$ cat config.mk
export PLATFORM = sky130hd
export DESIGN_NAME = fetch_unit_flat
export DESIGN_NICKNAME = d
export VERILOG_FILES = /design/src/rtl/cpu_pkg.sv /design/src/rtl/fetch_unit_if.sv /design/src/rtl/fetch_out_reg.sv /design/src/rtl/fetch_unit.sv /design/src/flat_wrapper.sv
export SDC_FILE = /design/constraint.sdc
export NUM_CORES = 1
export LEC_CHECK = 0
export ABC_AREA = 0
export BUFFER_PORTS_ARGS = -buffer_cell sky130_fd_sc_hd__buf_4
export CELL_PAD_IN_SITES_DETAIL_PLACEMENT = 2
export CELL_PAD_IN_SITES_GLOBAL_PLACEMENT = 2
export CORE_MARGIN = 2
export CORE_UTILIZATION = 32
export DETAILED_ROUTE_END_ITERATION = 12
export GPL_ROUTABILITY_DRIVEN = 0
export PLACE_DENSITY_LB_ADDON = 0.1
export SYNTH_ARGS = -nofsm -noshare
export SYNTH_HDL_FRONTEND = slang
export SYNTH_SLANG_ARGS = --single-unit
$ cat constraint.sdc
create_clock -name clk -period 3.07 [get_ports clk]
set_input_delay 0.1535 -clock clk [delete_from_list [all_inputs] [get_ports clk]]
set_output_delay 0.1535 -clock clk [all_outputs]
set_load 0.05 [all_outputs]
$ cat src/rtl/cpu_pkg.sv
// ============================================================================
// Module      : cpu_pkg
// Description : Shared constants and types for the 16-bit CPU front end.
//               Word/opcode geometry, the default HALT opcode and the fetch
//               state encoding used by fetch_unit.
// Revision    : 1.0 - initial release
// ============================================================================
`default_nettype none

package cpu_pkg;

    localparam int unsigned WORD_W     = 16;
    localparam int unsigned OPCODE_MSB = 15;
    localparam int unsigned OPCODE_LSB = 12;
    localparam int unsigned OPCODE_W   = OPCODE_MSB - OPCODE_LSB + 1;

    localparam logic [OPCODE_W-1:0] HALT_OPCODE_DEFAULT = 4'hF;

    typedef enum logic [0:0] {
        ST_RUN    = 1'b0,
        ST_HALTED = 1'b1
    } fetch_state_t;

    // Extract the major opcode field of an instruction word.
    function automatic logic [OPCODE_W-1:0] opcode_of(input logic [WORD_W-1:0] word);
        return word[OPCODE_MSB:OPCODE_LSB];
    endfunction

endpackage

`default_nettype wire

$ cat src/rtl/fetch_unit_if.sv
// ============================================================================
// Module      : fetch_unit_if
// Description : Bundles the fetch stage's instruction-memory port, redirect
//               input, decode-side valid/ready output and status.
//               master : fetch unit side.  slave : memory/decode/control side.
//               With FETCH_PERF_EN defined, perf_fetch/perf_stall are added.
// Ports       : imem_addr, imem_data, redirect_vld, redirect_pc, out_valid,
//               out_ready, out_ins, out_pc, halted [, perf_fetch, perf_stall]
// Revision    : 1.0 - initial release
// ============================================================================
`default_nettype none

interface fetch_unit_if;
    import cpu_pkg::*;

    logic [WORD_W-1:0] imem_addr;
    logic [WORD_W-1:0] imem_data;
    logic              redirect_vld;
    logic [WORD_W-1:0] redirect_pc;
    logic              out_valid;
    logic              out_ready;
    logic [WORD_W-1:0] out_ins;
    logic [WORD_W-1:0] out_pc;
    logic              halted;
`ifdef FETCH_PERF_EN
    logic [31:0]       perf_fetch;
    logic [31:0]       perf_stall;
`endif

    modport master (
        output imem_addr,
        input  imem_data,
        input  redirect_vld,
        input  redirect_pc,
        output out_valid,
        input  out_ready,
        output out_ins,
        output out_pc,
`ifdef FETCH_PERF_EN
        output perf_fetch,
        output perf_stall,
`endif
        output halted
    );

    modport slave (
        input  imem_addr,
        output imem_data,
        output redirect_vld,
        output redirect_pc,
        input  out_valid,
        output out_ready,
        input  out_ins,
        input  out_pc,
`ifdef FETCH_PERF_EN
        input  perf_fetch,
        input  perf_stall,
`endif
        input  halted
    );

endinterface

`default_nettype wire

$ cat src/rtl/fetch_out_reg.sv
// ============================================================================
// Module      : fetch_out_reg
// Description : Single-entry valid/ready output register for the fetch stage.
//               flush has priority and drops the held word; load captures a
//               new {ins, pc}; accept without load empties the register.
// Ports       : clk, rst_n, flush, load, accept, in_ins, in_pc,
//               valid, ins, pc
// Revision    : 1.0 - initial release
// ============================================================================
`default_nettype none

module fetch_out_reg
    import cpu_pkg::*;
(
    input  wire logic              clk,
    input  wire logic              rst_n,
    input  wire logic              flush,
    input  wire logic              load,
    input  wire logic              accept,
    input  wire logic [WORD_W-1:0] in_ins,
    input  wire logic [WORD_W-1:0] in_pc,
    output logic                   valid,
    output logic [WORD_W-1:0]      ins,
    output logic [WORD_W-1:0]      pc
);

    always_ff @(posedge clk or negedge rst_n) begin
        if (!rst_n) begin
            valid <= 1'b0;
            ins   <= '0;
            pc    <= '0;
        end else if (flush) begin
            // Data fields are left untouched; valid=0 makes them don't-care.
            valid <= 1'b0;
        end else if (load) begin
            valid <= 1'b1;
            ins   <= in_ins;
            pc    <= in_pc;
        end else if (accept) begin
            valid <= 1'b0;
        end
    end

endmodule

`default_nettype wire

$ cat src/rtl/fetch_unit.sv
// ============================================================================
// Module      : fetch_unit
// Description : Instruction-fetch stage. Owns the PC, drives imem_addr,
//               registers the returned word with its PC and presents it to
//               decode over valid/ready. Supports branch redirect and HALT.
//               Optional macro FETCH_PERF_EN adds saturating perf counters
//               perf_fetch (loads) and perf_stall (valid & !ready cycles).
// Ports       : clk, rst_n (async, active low), bus (fetch_unit_if.master)
// Revision    : 1.0 - initial release
// ============================================================================
`default_nettype none

module fetch_unit
    import cpu_pkg::*;
#(
    parameter logic [WORD_W-1:0]   RESET_PC    = 16'h0000,
    parameter logic [OPCODE_W-1:0] HALT_OPCODE = HALT_OPCODE_DEFAULT
)(
    input  wire logic       clk,
    input  wire logic       rst_n,
    fetch_unit_if.master    bus
);

    fetch_state_t      state_q;
    fetch_state_t      state_d;
    logic [WORD_W-1:0] pc_q;
    logic              load_en;
    logic              load;

    assign bus.imem_addr = pc_q;
    assign bus.halted    = (state_q == ST_HALTED);

    // Single output register with no bubble: refill whenever it is empty or
    // being drained this cycle. A redirect suppresses the load so the word
    // from the old path is discarded.
    assign load_en = (state_q == ST_RUN) && (!bus.out_valid || bus.out_ready);
    assign load    = load_en && !bus.redirect_vld;

    always_comb begin
        state_d = state_q;
        if (bus.redirect_vld) begin
            state_d = ST_RUN;
        end else if (load && (opcode_of(bus.imem_data) == HALT_OPCODE)) begin
            state_d = ST_HALTED;
        end
    end

    always_ff @(posedge clk or negedge rst_n) begin
        if (!rst_n) begin
            state_q <= ST_RUN;
        end else begin
            state_q <= state_d;
        end
    end

    // The HALT word itself advances the PC, so a halted PC rests at halt+1.
    always_ff @(posedge clk or negedge rst_n) begin
        if (!rst_n) begin
            pc_q <= RESET_PC;
        end else if (bus.redirect_vld) begin
            pc_q <= bus.redirect_pc;
        end else if (load) begin
            pc_q <= pc_q + 16'd1;
        end
    end

    fetch_out_reg u_out_reg (
        .clk    (clk),
        .rst_n  (rst_n),
        .flush  (bus.redirect_vld),
        .load   (load),
        .accept (bus.out_ready),
        .in_ins (bus.imem_data),
        .in_pc  (pc_q),
        .valid  (bus.out_valid),
        .ins    (bus.out_ins),
        .pc     (bus.out_pc)
    );

`ifdef FETCH_PERF_EN
    // Counters survive redirects; only reset clears them.
    always_ff @(posedge clk or negedge rst_n) begin
        if (!rst_n) begin
            bus.perf_fetch <= '0;
            bus.perf_stall <= '0;
        end else begin
            if (load && (bus.perf_fetch != 32'hFFFF_FFFF)) begin
                bus.perf_fetch <= bus.perf_fetch + 32'd1;
            end
            if (bus.out_valid && !bus.out_ready && (bus.perf_stall != 32'hFFFF_FFFF)) begin
                bus.perf_stall <= bus.perf_stall + 32'd1;
            end
        end
    end
`endif

endmodule

`default_nettype wire
$ cat src/flat_wrapper.sv
// flat-port wrapper written by rule: the top's interface ports become plain ports
module fetch_unit_flat import cpu_pkg::*;
#(
    parameter logic [WORD_W-1:0]   RESET_PC    = 16'h0000,
    parameter logic [OPCODE_W-1:0] HALT_OPCODE = HALT_OPCODE_DEFAULT
)
  (clk, rst_n, bus_imem_addr, bus_imem_data, bus_redirect_vld, bus_redirect_pc, bus_out_valid, bus_out_ready, bus_out_ins, bus_out_pc, bus_halted);
  fetch_unit_if bus_i ();
  input  wire logic clk;
  input  wire logic rst_n;
  output wire logic [$bits(bus_i.imem_addr)-1:0] bus_imem_addr;
  input wire logic [$bits(bus_i.imem_data)-1:0] bus_imem_data;
  input wire logic [$bits(bus_i.redirect_vld)-1:0] bus_redirect_vld;
  input wire logic [$bits(bus_i.redirect_pc)-1:0] bus_redirect_pc;
  output wire logic [$bits(bus_i.out_valid)-1:0] bus_out_valid;
  input wire logic [$bits(bus_i.out_ready)-1:0] bus_out_ready;
  output wire logic [$bits(bus_i.out_ins)-1:0] bus_out_ins;
  output wire logic [$bits(bus_i.out_pc)-1:0] bus_out_pc;
  output wire logic [$bits(bus_i.halted)-1:0] bus_halted;
  assign bus_imem_addr = bus_i.imem_addr;
  assign bus_i.imem_data = bus_imem_data;
  assign bus_i.redirect_vld = bus_redirect_vld;
  assign bus_i.redirect_pc = bus_redirect_pc;
  assign bus_out_valid = bus_i.out_valid;
  assign bus_i.out_ready = bus_out_ready;
  assign bus_out_ins = bus_i.out_ins;
  assign bus_out_pc = bus_i.out_pc;
  assign bus_halted = bus_i.halted;
  fetch_unit #(.RESET_PC(RESET_PC), .HALT_OPCODE(HALT_OPCODE)) u_core (.clk(clk), .rst_n(rst_n), .bus(bus_i));
endmodule
After elaboration in Yosys (flattened, before gate mapping)
Cells that the tools add are included.
{"block": "word_totals", "ff_bits": 50, "inputBits": 36, "output_inout_bits": 50, "elab_cells": 26}
{"block": "classes", "add_sub_neg": 1, "n_eq_ne": 1, "mux": 7, "bitwise_logic": 2, "reduce_logical": 10}
{"cell": "16-bit 2-to-1 mux", "count": 2}
{"cell": "16-bit by 1-bit adder with 16-bit output, second input constant", "count": 1}
{"cell": "1-bit 2-to-1 mux", "count": 5}
{"cell": "4-bit equality test, second input constant", "count": 1}
{"cell": "2-bit nonzero test", "count": 2}
{"cell": "1-bit logical AND", "count": 3}
{"cell": "3-bit nonzero test", "count": 1}
{"cell": "1-bit logical NOT", "count": 2}
{"cell": "1-bit inverter", "count": 2}
{"cell": "2-bit AND reduction", "count": 1}
{"cell": "1-bit logical OR", "count": 1}

Longest topological paths before layout
{"block": "depth", "ltp_word": 7, "mapped_depth": 6, "mapped_depth_nobuf": 5}

By module
A second synthesis with hierarchy kept.
{"block": "unflattened", "cells_unflattened": 186, "hier_area_um2": 2411.1}
{"mod": "fetch_out_reg", "instances": 1, "cells_per_inst": 73, "area_each_um2": 1398.8, "seq_area_each_um2": 825.8}
{"mod": "fetch_unit", "instances": 1, "cells_per_inst": 113, "area_each_um2": 1012.2, "seq_area_each_um2": 425.4}

Worst setup path before layout
No wires, ideal clock.
{"block": "synth_path", "kind": "register to register", "startpoint": "reg u_core.pc_q[0] (netlist: u_core.bus.imem_addr[0])", "endpoint": "reg u_core.pc_q[12] (netlist: u_core.bus.imem_addr[12])", "setup_time_ns": 0.082, "arrival_ns": 2.064, "t_required_ns": 2.988, "path_slack_ns": 0.924, "stages_incl_launch_ff": 7, "path_buffers": 1, "period_less_slack_ns": 2.146, "cell_sequence": "dfrtp_1 ha_1 nand2_1 or3_1 buf_2 or4_1 a31oi_1"}
{"block": "synth_between", "elab_chain_len": 3}
{"item": "start, declared", "line": "fetch_unit.sv:26", "rtl": "logic [WORD_W-1:0] pc_q;"}
{"item": "start signal, assigned", "line": "fetch_unit.sv:61", "rtl": "pc_q <= bus.redirect_pc;"}
{"item": "start signal, assigned", "line": "fetch_unit.sv:63", "rtl": "pc_q <= pc_q + 16'd1;"}
{"item": "16-bit by 1-bit adder with 16-bit output", "line": "fetch_unit.sv:63"}
{"item": "16-bit 2-to-1 mux", "line": "fetch_unit.sv:62", "rtl": "end else if (load) begin"}
{"item": "16-bit 2-to-1 mux", "line": "fetch_unit.sv:60", "rtl": "end else if (bus.redirect_vld) begin"}
Every way passes these cells. The select of a mux whose other input is x is not followed.
A chain may end at the register's enable or synchronous reset.

Worst setup path in the final report
Same ends and word-level chain as after synthesis.

==> run_results.csv <==
group,metric,value,unit
worst_setup_path,r2r_setup_slack,1.07,ns
worst_setup_path,crit_required,3.29,ns
placement,dp.cells,336,
routing,via_count,1729,
die,initial_core_util,32.7,%
timing,slew_headroom,56.1,%
global_routing,gr-total-overflow,0,
synth,ys_warn_count,0,
clocking,cts_max_level,2,
worst_setup_path,slowest_delay,0.52,ns
final_layout,fin_cells,345,
synth,ys_seq_area_share,56.6,%
timing,worst_pin_slew,0.659,ns
hold_path,hold_end,"u_core.bus.imem_addr[3]$_DFFE_PN0P_",
die,die_h,87.1,um
power,p_total,1.96,mW
final_layout,drive_above_1_share,48.7,%
clocking,clock_latency,0.30,ns
timing,setup_total_negative_slack,0,ns
worst_setup_path,start_kind,"flop",
die,ios,86,
routing,drc,0,
worst_setup_path,crit_path_end_kind,"flop",
timing,slew_violations,0,
timing,finalClockSkew,0.00502,ns
timing,finalCriticalPeriod,2.00,ns
clocking,clock-sinks,50,
routing,wirelength,5.81,mm
routing,post_drt_via_cell_ratio,5.01,
placement,numPortBuffers,85,
timing,setup_viol,0,
timing,hold_viol_final,0,
synth,synth.area.top_cells,"dfrtp_1 57%, mux2_2 16%, nand2_1 2.9%, xnor2_1 2.4%, o21ai_0 2.0%",
global_routing,grt_use_total,16.0,%
clocking,cts_tree,"built",
power,vdd_drop_max,0.244,mV
hold_path,hold_depth,3,
clocking,cts-root-buf,"clkbuf_8",
clocking,clockBufferDepth,2,
synth,yosysTopAreaCellShare,56.6,%
synth,syn-num-nets,218,
power,p_leak,1.35,nW
routing,first_pass_iters,4,
global_routing,grt_pass1_wl,9.40,mm
final_layout,fin_util,44.5,%
synth,syn-cell-area,2210,um2
synth,yosys.area.top_type,"dfrtp_1",
worst_setup_path,worst_path_max_delay_cell,"or4_1",
clocking,path_clk_slew,0.09,ns
power,powerDensity,652,nW/um2
worst_setup_path,cp_max_fo,7,
die,rows,30,
global_routing,grt_max_degree,51,
final_layout,final_cell_mix,"86 x buf_4, 50 x dfrtp_1, 32 x mux2_2, 17 x nand2_1, 9 x o21ai_0",
final_layout,final_common_cell,"buf_4",
worst_setup_path,crit_chain,"ha_1, nand2_1, or3_1, or4_1, a31oi_1",
final_layout,area_growth_syn_to_layout,36.0,%
worst_setup_path,reg2reg_to,"u_core.bus.imem_addr[12]$_DFFE_PN0P_",
timing,finalCritPeriodShare,65.1,%
final_layout,layout.nets,301,
hold_path,min-delay-start,"bus_redirect_pc[3]",
placement,dp_hpwl,4.17,mm
run,drv_cap,0,
timing,grt_setup_unrepaired,"no",
global_routing,grt_pass1_vias,1873,
synth,synth_seq_cells,50,
global_routing,antenna_found_initial,0,
synth,avgSynthCellArea,12.2,um2
synth,ys_types,30,
clocking,post_cts_buffers,0,
worst_setup_path,cp.arrival,2.22,ns
status,status,"completed",
die,die_area,7590,um2
worst_setup_path,setup.worst_path.class,"flop to flop",
routing,drt_iter0_drc,46,
die,dieWidth,87.1,um
routing,ant_nets,0,
die,core,6760,um2
timing,timing.fmax,500,MHz
clocking,cts_buffers,5,
clocking,cts.repair.resized,0,
worst_setup_path,r2r-start,"u_core.bus.imem_addr[0]$_DFFE_PN0P_",
final_layout,diodes,0,
worst_setup_path,rr_worst_depth,5,
synth,netlist_instances,181,
hold_path,min_path_type,"primary input to flop",
routing,wl_per_cell,16.8,um
[critical path: cells and delay by family (launching register included)]
kind	cells	cell delay [ns]
DFF	1	0.45
adders and majority gates	1	0.19
AOI/OAI and AO/OA	1	0.18
and+or+nand+nor	3	1.10
[per-layer routing]
metal / up-vias / routed length (um) / GRT usage, %
met1: 865 / 2550 / 21.0
li1: 814 / - / -
met4: 0 / 29 / 4.90
met3: 2 / 379 / 4.36
met5: - / 0 / 0
met2: 48 / 2850 / 25.7
[where the power goes]
group          switching (mW)  internal, mW
sequential             0.0770         0.755
combinational           0.484         0.247
clock                   0.217         0.182
total                   0.778          1.18
[cells by family (layout without fill, tap and decap cells)]
family,count (synthesis),count (layout),synth area share [%]
xor gates and xnor gates,7,7,2.77
adders and majority gates,1,1,0.566
and+or+nand+nor,52,52,13.6
AOI/OAI and AO/OA,24,24,6.62
muxes,33,33,16.8
DFF,50,50,56.6
buffers and inverters,14,98,3.06
[timing repair]
action | in CTS | in global routing
hold endpoints to repair | 50 | 0
endpoints found under the setup margin | 0 | 0
hold buffers | 1 | 0
[state kept, by name, summed over array words and instances, names as in the netlist]
name and count:
u_core.bus.imem_addr 16, u_core.u_out_reg.ins 16, u_core.u_out_reg.pc 16, u_core.bus.halted 1
u_core.u_out_reg.valid 1
[metrics by stage]
stage / setup slack [ns] / hold WS [ns] / cell area, um2
floorplan: 0.924 / -0.142 / 2210
global placement: 1.14 / 0.237 / 2910
detailed placement: 1.08 / 0.232 / 2910
CTS: 1.05 / 0.0533 / 3010
global route: 0.907 / 0.0618 / 3010
finish: 1.07 / 0.0596 / 3010
[worst max path at each step]
stage | to | from
final | u_core.bus.imem_addr[12]$_DFFE_PN0P_ | u_core.bus.imem_addr[0]$_DFFE_PN0P_
after global routing | u_core.bus.imem_addr[12]$_DFFE_PN0P_ | u_core.bus.imem_addr[0]$_DFFE_PN0P_
after CTS | u_core.bus.imem_addr[12]$_DFFE_PN0P_ | u_core.bus.imem_addr[0]$_DFFE_PN0P_
after detailed placement | u_core.bus.imem_addr[12]$_DFFE_PN0P_ | u_core.bus.imem_addr[0]$_DFFE_PN0P_
after global placement | u_core.bus.imem_addr[14]$_DFFE_PN0P_ | u_core.bus.imem_addr[0]$_DFFE_PN0P_
after floorplan | u_core.bus.imem_addr[12]$_DFFE_PN0P_ | u_core.bus.imem_addr[0]$_DFFE_PN0P_
[synth_stat cells]
library cell and instances:
buf_2 6, inv_1 3, xnor2_1 6, nor2b_4 1, mux2i_1 1, nand3_1 6, ha_1 1, o31ai_1 4
and4_1 2, nor3_2 1, o211ai_1 4, or3_1 2, nand2_1 17, nand4_4 1, mux2_2 32, a31oi_1 5
clkbuf_1 4, nor3b_1 1, xor2_1 1, and2_1 1, or3_2 1, nor2_1 8, dfrtp_1 50, a21oi_1 2
nor4_1 2, o21ai_0 9, nor4b_1 2, nand4_1 1, buf_6 1, or4_1 6
[layout make-up]
type | count | area [um2]
Fill cell | 711 | 3750
Sequential cell | 50 | 1250
Multi-Input combinational cell | 117 | 898
Timing Repair Buffer | 87 | 656
Tap cell | 80 | 100
Clock buffer | 7 | 86.3
Inverter | 3 | 11.3
Clock inverter | 1 | 5.00
No activity file was read; power rests on OpenSTA's default activity.
